`config.mk`:
```
export PLATFORM = sky130hd
export DESIGN_NAME = rule_loader
export DESIGN_NICKNAME = d
export VERILOG_FILES = /design/src/rtl/rule_loader.sv
export SDC_FILE = /design/constraint.sdc
export NUM_CORES = 1
export LEC_CHECK = 0
export ABC_CLOCK_PERIOD_IN_PS = 2050
export BUFFER_PORTS_ARGS = -buffer_cell sky130_fd_sc_hd__buf_2
export CAP_MARGIN = 20
export CORE_MARGIN = 1
export CORE_UTILIZATION = 30
export DETAILED_ROUTE_END_ITERATION = 12
export MAX_ROUTING_LAYER = met4
export PLACE_DENSITY_LB_ADDON = 0.15
export SLEW_MARGIN = 40
export SYNTH_ARGS = -nofsm -noshare
export SYNTH_HDL_FRONTEND = slang
export SYNTH_SLANG_ARGS = --single-unit
```
`constraint.sdc`:
```
create_clock -name clock -period 2.05 [get_ports clock]
set_input_delay 0.41 -clock clock [delete_from_list [all_inputs] [get_ports clock]]
set_output_delay 0.41 -clock clock [all_outputs]
set_load 0.05 [all_outputs]
```
`src/rtl/rule_loader.sv`:
```
// Host-side rule writer: gathers NWORDS config words into one {mask, rule} vector for the match memory.
// Optional RULE_LOADER_MASK_NORMALIZE_EN forces don't-care key bits to zero in the presented rule.
module rule_loader #(
  parameter int unsigned CONCAT_WIDTH = 104,
  parameter int unsigned MASK_WIDTH   = 104,
  parameter int unsigned WORD_WIDTH   = 32,
  parameter int unsigned MAX_RULES    = 8
) (
  input  logic                               clock,
  input  logic                               reset,
  input  logic [WORD_WIDTH-1:0]              cfg_data,
  input  logic                               cfg_last,
  input  logic                               cfg_valid,
  output logic                               cfg_ready,
  output logic [CONCAT_WIDTH+MASK_WIDTH-1:0] newrule,
  output logic                               newrule_valid,
  input  logic                               newrule_ready,
  input  logic                               rule_clear,
  output logic [3:0]                         rule_count,
  output logic                               err_short,
  output logic                               err_long,
  output logic                               err_full
);

  localparam int unsigned TOTAL  = CONCAT_WIDTH + MASK_WIDTH;
  localparam int unsigned NWORDS = (TOTAL + WORD_WIDTH - 1) / WORD_WIDTH;
  localparam int unsigned CntW   = (NWORDS > 1) ? $clog2(NWORDS) : 1;
  localparam logic [CntW-1:0] LastIdx  = CntW'(NWORDS - 1);
  localparam logic [3:0]      MaxCount = 4'(MAX_RULES);

  typedef enum logic [1:0] {StCollect, StSend, StDrop} state_e;

  state_e          state_q, state_d;
  logic [CntW-1:0] cnt_q, cnt_d;
  logic [3:0]      count_q, count_d;
  logic            short_q, short_d;
  logic            long_q, long_d;
  logic            full_q, full_d;
  logic [TOTAL-1:0] asm_q;
  logic            store;

  assign store = cfg_valid && (state_q == StCollect);

  // One register slice per word; the last slice keeps only the bits that fit in TOTAL.
  for (genvar k = 0; k < NWORDS; k++) begin : g_word
    localparam int unsigned Lo = k * WORD_WIDTH;
    localparam int unsigned Wd = ((TOTAL - Lo) < WORD_WIDTH) ? (TOTAL - Lo) : WORD_WIDTH;
    logic [Wd-1:0] word_q;

    always_ff @(posedge clock or negedge reset) begin
      if (!reset) begin
        word_q <= '0;
      end else if (store && (cnt_q == CntW'(k))) begin
        word_q <= cfg_data[Wd-1:0];
      end
    end

    assign asm_q[Lo +: Wd] = word_q;
  end

  always_ff @(posedge clock or negedge reset) begin
    if (!reset) begin
      state_q <= StCollect;
      cnt_q   <= '0;
      count_q <= '0;
      short_q <= 1'b0;
      long_q  <= 1'b0;
      full_q  <= 1'b0;
    end else begin
      state_q <= state_d;
      cnt_q   <= cnt_d;
      count_q <= count_d;
      short_q <= short_d;
      long_q  <= long_d;
      full_q  <= full_d;
    end
  end

  always_comb begin
    state_d = state_q;
    cnt_d   = cnt_q;
    count_d = count_q;
    short_d = 1'b0;
    long_d  = 1'b0;
    full_d  = 1'b0;
    // Clear is applied before any same-cycle increment.
    if (rule_clear) count_d = '0;
    unique case (state_q)
      StCollect: begin
        if (cfg_valid) begin
          if (cnt_q == LastIdx) begin
            cnt_d = '0;
            if (!cfg_last) begin
              long_d  = 1'b1;
              state_d = StDrop;
            end else if (count_q < MaxCount) begin
              state_d = StSend;
            end else begin
              full_d = 1'b1;
            end
          end else if (cfg_last) begin
            short_d = 1'b1;
            cnt_d   = '0;
          end else begin
            cnt_d = cnt_q + 1'b1;
          end
        end
      end
      StSend: begin
        if (newrule_ready) begin
          state_d = StCollect;
          cnt_d   = '0;
          if (count_d < MaxCount) count_d = count_d + 4'd1;
        end
      end
      StDrop: begin
        if (cfg_valid && cfg_last) begin
          state_d = StCollect;
          cnt_d   = '0;
        end
      end
      default: state_d = StCollect;
    endcase
  end

  assign cfg_ready     = (state_q != StSend);
  assign newrule_valid = (state_q == StSend);
  assign rule_count    = count_q;
  assign err_short     = short_q;
  assign err_long      = long_q;
  assign err_full      = full_q;

`ifdef RULE_LOADER_MASK_NORMALIZE_EN
  // Assumes MASK_WIDTH == CONCAT_WIDTH so mask bits line up with key bits.
  assign newrule = {asm_q[TOTAL-1:CONCAT_WIDTH],
                    asm_q[CONCAT_WIDTH-1:0] & asm_q[TOTAL-1:CONCAT_WIDTH]};
`else
  assign newrule = asm_q;
`endif

endmodule

```
==> metrics.txt, run 1 <==
# TYPE chip_impl_metric gauge
chip_impl_info{name="ys.flop_type",value="sky130_fd_sc_hd__dfrtp_1"} 1
chip_impl_metric{name="tritoncts_num_sinks",unit=""} 220
chip_impl_metric{name="routedWlPerCell",unit="um"} 18.6
chip_impl_metric{name="synth.yosys.warnings",unit=""} 0
chip_impl_metric{name="floorplan.die.width",unit="um"} 171
chip_impl_metric{name="area_growth",unit="%"} 33.2
chip_impl_info{name="worstSetupPathType",value="reg -> out"} 1
chip_impl_metric{name="post-route-min-period",unit="ps"} 1980
chip_impl_metric{name="cts-buffers-inserted",unit=""} 26
chip_impl_metric{name="asyncSetResetFlopFracSynth",unit=""} 1.00
chip_impl_metric{name="cpPeakStageDelay",unit="ps"} 400
chip_impl_metric{name="synthesis.area_per_instance",unit="um2"} 16.6
chip_impl_metric{name="antenna_found_initial",unit=""} 0
chip_impl_metric{name="routabilityCongestion",unit=""} 0.743
chip_impl_metric{name="layout_worst_path_cycle_share",unit=""} 0.964
chip_impl_info{name="grt_setup_unrepaired",value="no"} 1
chip_impl_metric{name="min_path_cells",unit=""} 2
chip_impl_metric{name="worst-path-max-fanout",unit=""} 7
chip_impl_metric{name="worst_setup_hold_path_clk_slew",unit="ps"} 50
chip_impl_metric{name="drv_slew",unit=""} 0
chip_impl_metric{name="initial_core_util",unit=""} 0.306
chip_impl_metric{name="vias_per_cell",unit=""} 4.49
chip_impl_metric{name="crit_arrival",unit="ps"} 1570
chip_impl_metric{name="first_global_vias",unit=""} 5728
chip_impl_metric{name="n_fill_cell",unit=""} 2665
chip_impl_metric{name="reg2reg_setup_slack",unit="ps"} 130
chip_impl_info{name="worst_path_dominant_cell_family",value="flip-flops"} 1
chip_impl_metric{name="cts.path.max_buffers",unit=""} 3
chip_impl_metric{name="worst_clk_skew",unit="ps"} 9.31
chip_impl_metric{name="grt_first_pass_wirelength",unit="mm"} 33.8
chip_impl_metric{name="path_buf_inv",unit=""} 3
chip_impl_metric{name="dp_hpwl",unit="mm"} 15.5
chip_impl_metric{name="cts-htree-levels",unit=""} 1
chip_impl_info{name="clk_root_buffer_cell",value="sky130_fd_sc_hd__clkbuf_16"} 1
chip_impl_metric{name="num_rows",unit=""} 61
chip_impl_metric{name="pin_count_of_the_biggest_net_entering_global_routing",unit=""} 54
chip_impl_metric{name="route.detailed.drc",unit=""} 0
chip_impl_metric{name="cap_violations",unit=""} 0
chip_impl_metric{name="hold_viol",unit=""} 0
chip_impl_metric{name="die_area",unit="um2"} 29200
chip_impl_info{name="worstPathCellList",value="inv_1 -> ha_2 -> inv_1 -> buf_2"} 1
chip_impl_metric{name="antenna-diode-count",unit=""} 0
chip_impl_info{name="final_common_cell",value="sky130_fd_sc_hd__buf_2"} 1
chip_impl_info{name="critical_path.reg2reg.endpoint",value="g_word[5].word_q[24]$_DFFE_PN0P_"} 1
chip_impl_metric{name="synth.net_count",unit=""} 563
chip_impl_metric{name="clk-insertion-delay-late",unit="ps"} 520
chip_impl_metric{name="yosys_register_bits",unit=""} 220
chip_impl_metric{name="cp.required",unit="ps"} 1640
chip_impl_metric{name="tightest_slew",unit="ps"} 442
chip_impl_metric{name="proportion_of_synthesized_chip_area_in_sequential_cells",unit=""} 0.643
chip_impl_info{name="layout_common_cells",value="252 x sky130_fd_sc_hd__buf_2, 220 x sky130_fd_sc_hd__dfrtp_1, 149 x sky130_fd_sc_hd__mux2_2"} 1
chip_impl_info{name="holdCritPathClass",value="in -> reg"} 1
chip_impl_metric{name="first_iter_violations",unit=""} 208
chip_impl_info{name="critPathLaunchType",value="flip-flop"} 1
chip_impl_metric{name="top_level_ports",unit=""} 255
chip_impl_metric{name="synth.distinct_cells",unit=""} 36
chip_impl_metric{name="slew_margin_rel",unit=""} 0.698
chip_impl_metric{name="ff2ff_path_depth",unit=""} 6
chip_impl_metric{name="routed_wl",unit="mm"} 22.1
chip_impl_metric{name="setup_viol_count_final",unit=""} 0
chip_impl_info{name="outcome",value="finished clean"} 1
chip_impl_metric{name="drt_pre_antenna_iters",unit=""} 4
chip_impl_info{name="hold_start",value="rule_clear"} 1
chip_impl_metric{name="finalSetupTns",unit="ps"} 0
chip_impl_metric{name="drt.antenna.violating_nets",unit=""} 0
chip_impl_info{name="crit_top_cell",value="sky130_fd_sc_hd__inv_1"} 1
chip_impl_info{name="critical_path.reg2reg.startpoint",value="state_q[0]$_DFFE_PN0P_"} 1
chip_impl_info{name="tritoncts_clock_tree",value="yes"} 1
chip_impl_metric{name="vias",unit=""} 5360
chip_impl_metric{name="syn_area",unit="um2"} 8560
chip_impl_metric{name="final_net_count",unit=""} 842
chip_impl_metric{name="grt.overflow.total",unit=""} 0
chip_impl_info{name="endpoint_kind",value="output pin"} 1
chip_impl_metric{name="synthCells",unit=""} 516
chip_impl_metric{name="synth-edff-count",unit=""} 0
chip_impl_metric{name="die_h",unit="um"} 171
chip_impl_metric{name="track_usage",unit=""} 0.156
chip_impl_metric{name="max_freq",unit="MHz"} 506
chip_impl_metric{name="core",unit="um2"} 27900
chip_impl_info{name="hold_end",value="rule_count[1]$_DFF_PN0_"} 1
chip_impl_metric{name="final_layout_size_suffix_gt1_frac",unit=""} 0.604
chip_impl_metric{name="placement.io_buffers",unit=""} 254
chip_impl_info{name="critical-path-slowest-cell",value="sky130_fd_sc_hd__dfrtp_1"} 1
-- how the worst max path moves through the flow --
stage                            from                               to  depth (start not counted)
6_report       state_q[1]$_DFFE_PN0P_                        cfg_ready                          4
2_1_floorplan  state_q[0]$_DFFE_PN0P_             cnt_q[0]$_DFFE_PN0P_                          4
3_5_place_dp   state_q[0]$_DFFE_PN0P_  g_word[6].word_q[9]$_DFFE_PN0P_                          5
4_1_cts        state_q[1]$_DFFE_PN0P_                        cfg_ready                          4
5_1_grt          cnt_q[0]$_DFFE_PN0P_           state_q[1]$_DFFE_PN0P_                          5
3_3_place_gp   state_q[0]$_DFFE_PN0P_  g_word[4].word_q[7]$_DFFE_PN0P_                          6
-- Yosys cell counts, types with 2 or more instances --
cell                       count  share of area
sky130_fd_sc_hd__dfrtp_1     220           0.64
sky130_fd_sc_hd__mux2_2      149           0.20
sky130_fd_sc_hd__mux2_1       43          0.057
sky130_fd_sc_hd__mux2_4       18          0.032
sky130_fd_sc_hd__buf_2        15         0.0088
sky130_fd_sc_hd__ha_1          9          0.013
sky130_fd_sc_hd__nor2_1        8         0.0035
sky130_fd_sc_hd__buf_6         6         0.0079
sky130_fd_sc_hd__inv_1         6         0.0026
sky130_fd_sc_hd__nand4_1       4         0.0029
sky130_fd_sc_hd__a21oi_1       3         0.0018
sky130_fd_sc_hd__nand2_1       3         0.0013
sky130_fd_sc_hd__nor2b_1       3         0.0022
sky130_fd_sc_hd__buf_4         2         0.0018
sky130_fd_sc_hd__nand2_2       2         0.0015
sky130_fd_sc_hd__nand3_1       2         0.0012
sky130_fd_sc_hd__nand4b_1      2         0.0020
sky130_fd_sc_hd__o211ai_1      2         0.0018
sky130_fd_sc_hd__or3_1         2         0.0015
-- through the flow --
stage / hold slack (ps) / area (um2) / utilization / std cells / worst slack [ps]
after floorplan: 114 / 8560 / - / 516 / 144
after global routing: 107 / 11400 / 0.408 / 1193 / 3.19
after global placement: 369 / 10400 / 0.374 / 1143 / 158
after detailed placement: 371 / 10400 / 0.374 / 1143 / 75.3
after CTS: 89.4 / 11400 / 0.407 / 1192 / 54.8
final: 119 / 11400 / 0.408 / 1193 / 74.7
-- routing by layer --
layer	vias up	share of wire	routed length, um	global-route usage
met5	-	0	0	-
li1	2401	-	-	-
met3	38	0.076	1670	0.0419
met2	194	0.46	10200	0.245
met4	0	0.020	452	0.0388
met1	2727	0.45	9860	0.200
-- sequential cells by signal (all words and copies together), names as in the netlist --
register / flops
state_q: 2
err_full: 1
cnt_q: 3
err_short: 1
err_long: 1
rule_count: 4
g_word.word_q: 208
-- final cells by class --
type	count	area, um2	share of cell area
flip-flops and latches	220	5510	0.483
multi-input cells	267	2880	0.253
repair buffers	274	1600	0.140
clock buffers	36	749	0.0658
well taps	378	473	0.0415
clock inverters	12	164	0.0144
inverters	6	22.5	0.00198
-- repair_timing --
| item | in CTS | in global routing |
|---|---|---|
| hold buffers | 1 | 0 |
| endpoints found under the setup margin | 2 | 30 |
| gates resized for setup | 2 | 1 |
| setup buffers | 0 | 1 |
| pin swaps | 0 | 0 |
| hold endpoints to repair | 48 | 0 |
-- cells by family (layout without fill, tap and decap cells) --
| kind of cell | Yosys count | count (layout) | share of synthesized area |
|---|---|---|---|
| buffers and inverters | 29 | 328 | 0.0211 |
| and+or+nand+nor | 34 | 34 | 0.0262 |
| muxes | 211 | 211 | 0.285 |
| adders and majority gates | 9 | 9 | 0.0132 |
| xor gates and xnor gates | 1 | 1 | 0.00102 |
| DFF | 220 | 220 | 0.643 |
| AOI/OAI and AO/OA | 12 | 12 | 0.00965 |
Power of run 1 is not shown: default switching activity piles up to over one toggle a cycle in this logic, so the estimate is an artifact.
==> run 2: changes to the inputs <==
--- a/config.mk
+++ b/config.mk
@@ -12,8 +12,9 @@
 export CORE_UTILIZATION = 30
 export DETAILED_ROUTE_END_ITERATION = 12
 export MAX_ROUTING_LAYER = met4
-export PLACE_DENSITY_LB_ADDON = 0.15
+export PLACE_DENSITY = 0.54
 export SLEW_MARGIN = 40
 export SYNTH_ARGS = -nofsm -noshare
 export SYNTH_HDL_FRONTEND = slang
 export SYNTH_SLANG_ARGS = --single-unit
+export TNS_END_PERCENT = 20
==> metrics.txt, run 2 (synthesis gave the netlist of run 1 again) <==
# TYPE chip_impl_metric gauge
chip_impl_metric{name="cts-buffers-inserted",unit=""} 25
chip_impl_metric{name="worst_clk_skew",unit="ps"} 18.2
chip_impl_metric{name="global_routing_usage_on_met1",unit=""} 0.205
chip_impl_metric{name="pin_count_of_the_biggest_net_entering_global_routing",unit=""} 89
chip_impl_metric{name="top_level_ports",unit=""} 255
chip_impl_metric{name="drv_slew",unit=""} 0
chip_impl_metric{name="dp_hpwl",unit="mm"} 14.6
chip_impl_metric{name="finalSetupTns",unit="ps"} 0
chip_impl_metric{name="routed_wl",unit="mm"} 21.3
chip_impl_metric{name="vias_per_cell",unit=""} 4.48
chip_impl_metric{name="final_net_count",unit=""} 841
chip_impl_info{name="critPathLaunchType",value="flip-flop"} 1
chip_impl_metric{name="tightest_slew",unit="ps"} 501
chip_impl_metric{name="initial_core_util",unit=""} 0.306
chip_impl_metric{name="grt_first_pass_wirelength",unit="mm"} 32.6
chip_impl_metric{name="final_layout_size_suffix_gt1_frac",unit=""} 0.602
chip_impl_metric{name="track_usage",unit=""} 0.150
chip_impl_metric{name="vias",unit=""} 5326
chip_impl_info{name="holdCritPathClass",value="in -> reg"} 1
chip_impl_metric{name="core",unit="um2"} 27900
chip_impl_metric{name="tritoncts_num_sinks",unit=""} 220
chip_impl_info{name="busiest_layer",value="met2"} 1
chip_impl_metric{name="cts_setup_buffers",unit=""} 0
chip_impl_metric{name="first_iter_violations",unit=""} 148
chip_impl_metric{name="num_rows",unit=""} 61
chip_impl_metric{name="routedWlPerCell",unit="um"} 17.9
chip_impl_info{name="tritoncts_clock_tree",value="yes"} 1
chip_impl_metric{name="layout_worst_path_cycle_share",unit=""} 0.952
chip_impl_info{name="worstPathCellList",value="inv_1 -> ha_2 -> inv_1 -> buf_2"} 1
chip_impl_info{name="top_register",value="g_word.word_q"} 1
chip_impl_info{name="grt_setup_unrepaired",value="no"} 1
chip_impl_info{name="clk_root_buffer_cell",value="sky130_fd_sc_hd__clkbuf_16"} 1
chip_impl_metric{name="max_freq",unit="MHz"} 513
chip_impl_metric{name="floorplan.die.width",unit="um"} 171
chip_impl_metric{name="drt.antenna.violating_nets",unit=""} 0
chip_impl_metric{name="antenna_found_initial",unit=""} 0
chip_impl_metric{name="clk-insertion-delay-late",unit="ps"} 520
chip_impl_metric{name="n_fill_cell",unit=""} 2690
chip_impl_info{name="worstSetupPathType",value="reg -> out"} 1
chip_impl_metric{name="placement.io_buffers",unit=""} 254
chip_impl_info{name="critical_path.reg2reg.startpoint",value="state_q[0]$_DFFE_PN0P_"} 1
chip_impl_metric{name="routabilityCongestion",unit=""} 0.773
chip_impl_metric{name="slew_margin_rel",unit=""} 0.666
chip_impl_metric{name="cpPeakStageDelay",unit="ps"} 400
chip_impl_info{name="setup.worst_path.start",value="state_q[1]$_DFFE_PN0P_"} 1
chip_impl_metric{name="crit_arrival",unit="ps"} 1540
chip_impl_metric{name="cp.required",unit="ps"} 1640
chip_impl_metric{name="first_global_vias",unit=""} 5487
chip_impl_metric{name="area_growth",unit="%"} 31.7
chip_impl_metric{name="worst-path-max-fanout",unit=""} 7
chip_impl_info{name="hold_start",value="rule_clear"} 1
chip_impl_info{name="outcome",value="finished clean"} 1
chip_impl_metric{name="largest_register_ff_count",unit=""} 208
chip_impl_info{name="crit_top_cell",value="sky130_fd_sc_hd__inv_1"} 1
chip_impl_info{name="endpoint_kind",value="output pin"} 1
chip_impl_metric{name="setup_viol_count_final",unit=""} 0
chip_impl_metric{name="post-route-min-period",unit="ps"} 1950
chip_impl_metric{name="hold_viol",unit=""} 0
chip_impl_metric{name="antenna-diode-count",unit=""} 0
chip_impl_info{name="critical-path-slowest-cell",value="sky130_fd_sc_hd__dfrtp_1"} 1
chip_impl_info{name="layout_common_cells",value="252 x sky130_fd_sc_hd__buf_2, 220 x sky130_fd_sc_hd__dfrtp_1, 149 x sky130_fd_sc_hd__mux2_2"} 1
chip_impl_metric{name="cap_violations",unit=""} 0
chip_impl_metric{name="grt.overflow.total",unit=""} 0
chip_impl_metric{name="cts.path.max_buffers",unit=""} 3
chip_impl_metric{name="drt_pre_antenna_iters",unit=""} 6
chip_impl_metric{name="met3_usage",unit=""} 0.0490
chip_impl_metric{name="worst_setup_hold_path_clk_slew",unit="ps"} 60
chip_impl_metric{name="cts-htree-levels",unit=""} 1
chip_impl_info{name="final_common_cell",value="sky130_fd_sc_hd__buf_2"} 1
chip_impl_metric{name="route.detailed.drc",unit=""} 0
chip_impl_metric{name="die_h",unit="um"} 171
chip_impl_metric{name="grt.met2_usage",unit=""} 0.216
chip_impl_metric{name="die_area",unit="um2"} 29200
run 2: repair_timing:
action | 4_1_cts | 5_1_grt
resized for setup | 2 | 0
hold buffers | 1 | 0
setup endpoints to repair | 2 | 0
endpoints found under the hold margin | 29 | 0
run 2: worst max-delay path, delay by kind of cell (launching register included):
family	cells	cell delay, ps
adder cells (fa/ha/maj)	1	260
buffers and inverters	3	360
flip-flops	1	400
run 2: worst paths after layout:
check                                                        end  slack (ps)  cells after the start
worst max-delay path                                   cfg_ready         100                      4
max in group asynchronous       g_word[1].word_q[16]$_DFFE_PN0P_         900                      3
min in group asynchronous        g_word[4].word_q[2]$_DFFE_PN0P_         340                      2
worst max register to register  g_word[4].word_q[15]$_DFFE_PN0P_         160                      6
worst min-delay path                     rule_count[2]$_DFF_PN0_         110                      2
worst min register to register  g_word[2].word_q[15]$_DFFE_PN0P_         480                      1
run 2: final cells by class:
| class | instances | area, um2 | area share |
|---|---|---|---|
| Clock buffer | 39 | 778 | 0.0691 |
| Clock inverter | 6 | 63.8 | 0.00566 |
| Tap cell | 378 | 473 | 0.0420 |
| Timing Repair Buffer | 274 | 1550 | 0.137 |
| Sequential cell | 220 | 5510 | 0.489 |
| Multi-Input combinational cell | 267 | 2880 | 0.255 |
| Inverter | 6 | 22.5 | 0.00200 |
run 2: stage by stage:
step	setup slack, ps	cell area (um2)	std cells	hold slack [ps]	util
floorplan	144	8560	516	114	-
global placement	194	10400	1144	296	0.373
detailed placement	159	10400	1144	295	0.373
CTS	44.4	11300	1190	79.0	0.403
global route	12.3	11300	1190	102	0.403
finish	99.2	11300	1190	112	0.403
run 2: per-layer routing:
layer / wire [um] / vias to the layer above
met1: 9970 / 2702
met2: 9200 / 185
met3: 1770 / 27
met5: 0 / -
met4: 391 / 0
li1: - / 2412
Power of run 2 is left out for the same reason.
